[config.mk]
export PLATFORM = sky130hd
export DESIGN_NAME = alu_seq_ctrl
export DESIGN_NICKNAME = d
export VERILOG_FILES = /design/src/rtl/alu_seq_ctrl.sv
export SDC_FILE = /design/constraint.sdc
export NUM_CORES = 1
export LEC_CHECK = 0
export CAP_MARGIN = 0
export CORE_ASPECT_RATIO = 0.9
export CORE_UTILIZATION = 30
export DETAILED_ROUTE_END_ITERATION = 10
export RECOVER_POWER = 25
export SYNTH_ARGS = -nofsm -noshare
export SYNTH_HDL_FRONTEND = slang
export SYNTH_SLANG_ARGS = --single-unit
[constraint.sdc]
create_clock -name clk -period 2.3 [get_ports clk]
set_input_delay 0.23 -clock clk [delete_from_list [all_inputs] [get_ports clk]]
set_output_delay 0.23 -clock clk [all_outputs]
set_load 0.02 [all_outputs]
[src/rtl/alu_seq_ctrl.sv]
// alu_seq_ctrl: instruction sequencer for the 16-bit combinational ALU.
//
// Takes 16-bit instruction words over a valid/ready handshake. Operands come
// from an internal 8x16 register file. Each instruction goes through three
// steps:
//   1. Accept: latch the operands.
//   2. ISSUE (one cycle): present the operands and opcode to the ALU.
//   3. Writeback: capture the result into rd and the Z/S/C/V flags into the
//      flag register, then pulse done (and err for an illegal opcode).
//
// Instruction word:
//   [15:13] op   [12:10] rd   [9:7] rs1   [6:4] rs2   [3:0] unused
//   For LDI, [9:0] is an immediate that is zero-extended to 16 bits.
// Opcodes:
//   000 ADD, 001 SUB, 010 AND, 011 OR, 100 XOR, 101 NOT (alu_b forced to 0)
//   110 LDI, 111 illegal
//
// Optional feature (macro ALU_SEQ_PIPE_EN):
//   instr_ready is also high in DONE. An instruction accepted in DONE goes
//   straight back to ISSUE, giving one instruction every two cycles.
//   Without the macro, instructions are accepted only in IDLE (one every
//   three cycles).
//
// Ports:
//   clk, rst              clock; synchronous active-high reset
//   instr_valid/ready     instruction handshake
//   instr[15:0]           instruction word
//   alu_op/alu_a/alu_b    registered opcode and operands to the ALU
//   alu_result, alu_z/s/c/v  ALU result and flags
//   flags[3:0]            registered {Z,S,C,V}
//   done, err             one-cycle retire pulse; err marks an illegal opcode
//   dbg_addr, dbg_data    combinational register-file read port
module alu_seq_ctrl #(
    parameter int unsigned NREG = 8,
    parameter int unsigned IMMW = 10
) (
    input  logic        clk,
    input  logic        rst,
    input  logic        instr_valid,
    output logic        instr_ready,
    input  logic [15:0] instr,
    output logic [2:0]  alu_op,
    output logic [15:0] alu_a,
    output logic [15:0] alu_b,
    input  logic [15:0] alu_result,
    input  logic        alu_z,
    input  logic        alu_s,
    input  logic        alu_c,
    input  logic        alu_v,
    output logic [3:0]  flags,
    output logic        done,
    output logic        err,
    input  logic [2:0]  dbg_addr,
    output logic [15:0] dbg_data
);

    localparam int unsigned DW  = 16;
    localparam int unsigned OPW = 3;
    localparam int unsigned AW  = 3;
    localparam int unsigned FW  = 4;

    localparam logic [OPW-1:0] OP_NOT = 3'b101;
    localparam logic [OPW-1:0] OP_LDI = 3'b110;
    localparam logic [OPW-1:0] OP_ILL = 3'b111;

    typedef enum logic [1:0] {
        S_IDLE  = 2'd0,
        S_ISSUE = 2'd1,
        S_DONE  = 2'd2
    } state_e;

    state_e state_q, state_d;

    // Latched instruction context; op and operands double as the ALU outputs.
    logic [OPW-1:0]  alu_op_q;
    logic [DW-1:0]   alu_a_q;
    logic [DW-1:0]   alu_b_q;
    logic [AW-1:0]   rd_q;
    logic [IMMW-1:0] imm_q;

    logic [FW-1:0]   flags_q;
    logic            done_q;
    logic            err_q;
    logic [DW-1:0]   rf_q [NREG];

    logic            ready_c;
    logic            accept_c;
    logic            wb_en_c;
    logic            flag_en_c;
    logic [DW-1:0]   wb_data_c;

    // Instruction field decode.
    logic [OPW-1:0]  dec_op;
    logic [AW-1:0]   dec_rd;
    logic [AW-1:0]   dec_rs1;
    logic [AW-1:0]   dec_rs2;
    logic [IMMW-1:0] dec_imm;

    assign dec_op  = instr[15:13];
    assign dec_rd  = instr[12:10];
    assign dec_rs1 = instr[9:7];
    assign dec_rs2 = instr[6:4];
    assign dec_imm = instr[IMMW-1:0];

    // Acceptance window.
`ifdef ALU_SEQ_PIPE_EN
    assign ready_c = (state_q == S_IDLE) || (state_q == S_DONE);
`else
    assign ready_c = (state_q == S_IDLE);
`endif

    // Ready is suppressed while reset is held so nothing is accepted mid-reset.
    assign instr_ready = ready_c & ~rst;
    assign accept_c    = instr_ready & instr_valid;

    // State register.
    always_ff @(posedge clk) begin
        if (rst) begin
            state_q <= S_IDLE;
        end else begin
            state_q <= state_d;
        end
    end

    // Next-state and writeback decode.
    always_comb begin
        state_d   = state_q;
        wb_en_c   = 1'b0;
        flag_en_c = 1'b0;
        wb_data_c = alu_result;
        unique case (state_q)
            S_IDLE: begin
                if (accept_c) begin
                    state_d = S_ISSUE;
                end
            end
            S_ISSUE: begin
                state_d   = S_DONE;
                // ALU ops and LDI write rd; only ALU ops update the flags.
                wb_en_c   = (alu_op_q != OP_ILL);
                flag_en_c = (alu_op_q <= OP_NOT);
                if (alu_op_q == OP_LDI) begin
                    wb_data_c = DW'(imm_q);
                end
            end
            S_DONE: begin
                state_d = accept_c ? S_ISSUE : S_IDLE;
            end
            default: begin
                state_d = S_IDLE;
            end
        endcase
    end

    // Operand capture at acceptance. In pipelined mode an acceptance in DONE
    // already sees the previous writeback, which landed at the end of ISSUE.
    always_ff @(posedge clk) begin
        if (rst) begin
            alu_op_q <= '0;
            alu_a_q  <= '0;
            alu_b_q  <= '0;
            rd_q     <= '0;
            imm_q    <= '0;
        end else if (accept_c) begin
            alu_op_q <= dec_op;
            alu_a_q  <= rf_q[dec_rs1];
            alu_b_q  <= (dec_op == OP_NOT) ? '0 : rf_q[dec_rs2];
            rd_q     <= dec_rd;
            imm_q    <= dec_imm;
        end
    end

    // Register file; reset discards any in-flight writeback.
    always_ff @(posedge clk) begin
        if (rst) begin
            for (int i = 0; i < int'(NREG); i++) begin
                rf_q[i] <= '0;
            end
        end else if (wb_en_c) begin
            rf_q[rd_q] <= wb_data_c;
        end
    end

    // Flag register.
    always_ff @(posedge clk) begin
        if (rst) begin
            flags_q <= '0;
        end else if (flag_en_c) begin
            flags_q <= {alu_z, alu_s, alu_c, alu_v};
        end
    end

    // Retire pulses, raised for the cycle following ISSUE.
    always_ff @(posedge clk) begin
        if (rst) begin
            done_q <= 1'b0;
            err_q  <= 1'b0;
        end else begin
            done_q <= (state_q == S_ISSUE);
            err_q  <= (state_q == S_ISSUE) && (alu_op_q == OP_ILL);
        end
    end

    assign alu_op   = alu_op_q;
    assign alu_a    = alu_a_q;
    assign alu_b    = alu_b_q;
    assign flags    = flags_q;
    assign done     = done_q;
    assign err      = err_q;
    assign dbg_data = rf_q[dbg_addr];

endmodule

==> impl_results.md, run 1 <==
- Logic pwr share: roughly 14%
- Post-CTS sizing: 17
- Leakage power: roughly 0.0042 µW
- Synthesized area: ~0.0095 mm²
- Wire per inst: roughly 23 µm
- Most frequent cells in the layout: edfxtp_1, a21oi_1, mux4_2
- Initial Util: between 30% and 40%
- Reg2Reg Setup Slack: 0.27 ns
- Final std cells w/o fill: 1,222
- Routability cong.: roughly 0.8
- WS Path Type: flop to output port
- Clk network pwr share: about 37%
- Cell Int Power: ~5800 µW
- Setup Viol. Count Final: 0
- CTS Buffer Depth: 2
- Ports: 100
- Post-layout util: roughly 38%
- Largest net degree at the start of global routing: 50
- Post-CTS Setup Bufs: 0
- WP buf/inv: 1
- Row count: roughly 60
- CTS sink cnt: ~180
- ANT cells: 0
- Crit path launch type: flop
- Period Utilization, post-route: a little over nine tenths
- Commonest non-fill, non-tap cell in the layout: edfxtp_1
- Core area: around 0.031 mm²
- Crit-path max cell delay: around 0.49 ns
- H-tree Lvls: 4
- Clk slew on worst S/H paths: 0.08 ns
- Post-route setup TNS: 0 ns
- Headroom to the max-slew limit: around 56%
- Critical Path Sink Type: output port
- Seq pwr share: approximately half
- Placed cells: between 1,000 and 1,500
- Vias: 6,663
- Avg Cell Area, Syn: approximately 14 µm²
- Drt total wl: 28.1 mm
- WP data required: slightly above 2 ns
- Layout cell share with drive strength beyond 1: roughly a quarter
- Least-Margin Pin Slew: roughly 0.65 ns
- CTS tree: yes
- VDD IR-drop max: 0.000356 V
- Final Max Slew Viols: 0
- Tmin final: about 2.2 ns
- Post-DP HPWL: between 15 and 20 mm
- Vias in the first global route: 6,677
- Max-cap violation count: 0
- Total grt overflow: 0
- P_sw: 2040 µW
- Yosys top cell area share: between 40% and 50%
- Final antenna-violating net count: 0
- Switch share: approximately a quarter
- Final Hold Vio Count: 0
- DRT Pass-1 Iters: 5
- Nets@finish: about 840
- Latest clock arrival within the worst-skew pair: about 0.43 ns
- Crit Path Max Fanout: 3
- Initial antenna violation count: 0
- Top post-synthesis cells by area: edfxtp_1, mux4_2, dfxtp_1
- CP cell instances: mux4_2 -> mux2_2 -> dlygate4sd2_1
- Seq cells post-synth: 184
- Area Overhead vs Synth: 22.8%
- Die height: approximately 170 µm
- Vias per cell: approximately 5.5
- Drt drc: 0
- Overall Global Routing Usage: approximately 18%
- Die width: approximately 190 µm
- Final hold slack: 0.221 ns
- Crit path max-delay family: multiplexers
- Cell variety after synth: 31
- Type of the most critical hold path: input pin to flop
- Die area: ~0.033 mm²
- Layout Skew: ~0.012 ns
- Synth area leader: edfxtp_1
- I/O Buffers: between 90 and 100
- Outcome: finished, final reports clean
- Synth Instances: between 600 and 700
- Yosys warnings: 0
- Max stage delay cell, worst path: mux4_2
- RSZ-0062 raised after global routing: false
- Pwr dens: 665 mW/mm²
- Syn Nets: roughly 740
- Worst Path Arrival: between 1.5 and 2 ns
- Sequential share of the synthesized area: about half
- Global-route wire length before repair: a little over 40 mm
- Root Driver: clkbuf_16
- Iter 0 DRT Violations: around 600
- FMAX: around 0.46 GHz
- Total CTS buffers: 17
- Hold-fix buffers at CTS: 0
## layer usage
metal	GRT usage, %	part of all wire [%]
met5	0	0
met4	8.17	3.5
met3	2.55	5.0
met2	29.7	50
met1	22.3	41
## logic make-up after synthesis
| family | Yosys count | synth area share, % |
|---|---|---|
| buffers and inverters | 64 | 3.26 |
| AOI/OAI and AO/OA | 148 | 8.98 |
| and+or+nand+nor | 159 | 7.67 |
| muxes | 144 | 28.1 |
| DFF | 184 | 52.0 |
## final timing paths
path,to,start,cells after the start
worst max-delay path,dbg_data[8],rf_q[7][8]$_SDFFCE_PN0P_,3
worst min register to register,imm_q[2]$_SDFFE_PP0P_,imm_q[2]$_SDFFE_PP0P_,2
worst min-delay path,state_q[1]$_SDFFE_PP0P_,rst,3
worst max register to register,rf_q[0][15]$_SDFFCE_PN0P_,state_q[0]$_SDFFE_PP0P_,5
## synthesized netlist by cell type
| master | n |
|---|---|
| nand2b_1 | 15 |
| nand3_1 | 19 |
| nor2b_1 | 3 |
| nand2_1 | 39 |
| mux2_2 | 32 |
| dfxtp_1 | 56 |
| clkbuf_1 | 37 |
| nand4b_1 | 5 |
| buf_1 | 3 |
| o21ai_1 | 10 |
| buf_4 | 3 |
| a21oi_1 | 101 |
| o21ai_0 | 4 |
| inv_1 | 1 |
| mux4_2 | 96 |
| nor3_1 | 2 |
| clkinv_1 | 1 |
| and4b_1 | 1 |
| inv_2 | 1 |
| a211oi_1 | 16 |
| nand4_1 | 4 |
| edfxtp_1 | 128 |
| buf_6 | 6 |
| and2_1 | 2 |
| a31oi_4 | 1 |
| nor3b_1 | 2 |
| nor2_1 | 66 |
| mux2i_1 | 16 |
| buf_2 | 12 |
| a22o_1 | 16 |
| or4b_4 | 1 |
## layout make-up
cell class,count,area (µm²)
well taps,409,512
fillers,2939,19300
inverters,3,11.3
clock inverters,14,140
multi-input cells,451,4260
flip-flops and latches,184,4960
clock buffers,18,429
repair buffers,143,1400
## worst reg2reg max path, delay by kind of cell (launching register included)
| kind | cells | cell delay (ns) |
|---|---|---|
| buf+inv | 2 | 0.70 |
| simple gates | 3 | 0.48 |
| flops | 1 | 0.49 |
## sequential cells by signal, summed over array words and instances, names as in the netlist
| register | cells |
|---|---|
| alu_a | 16 |
| rd_q | 3 |
| alu_op | 3 |
| alu_b | 16 |
| done | 1 |
| rf_q | 128 |
| err | 1 |
| imm_q | 10 |
| flags | 4 |
| state_q | 2 |
## through the flow
step                power [µW]  setup WS [ns]  cell area (µm²)
floorplan                 4540          0.425             9550
CTS                       7880         0.0904            11800
detailed placement        5040         -0.116            11200
finish                    7790          0.107            11700
global route              8030         0.0527            11700
global placement          5030        -0.0997            11200
## power by group through the flow
stage / registers [µW] / logic (µW) / clock network (µW)
after floorplan: 3870 / 667 / 0
final: 3780 / 1130 / 2870
after global placement: 3850 / 1180 / 0
after global routing: 3800 / 1210 / 3020
after detailed placement: 3860 / 1180 / 0
after CTS: 3780 / 1180 / 2910
Power figures use the tool's default switching activity.
==> run 2: changes to the inputs <==
--- a/config.mk
+++ b/config.mk
@@ -10,6 +10,7 @@
 export CORE_UTILIZATION = 30
 export DETAILED_ROUTE_END_ITERATION = 10
 export RECOVER_POWER = 25
+export SLEW_MARGIN = 20
 export SYNTH_ARGS = -nofsm -noshare
 export SYNTH_HDL_FRONTEND = slang
 export SYNTH_SLANG_ARGS = --single-unit
==> results of run 2 <==
No change in the layout: final DEF, timing and power equal those of run 1.
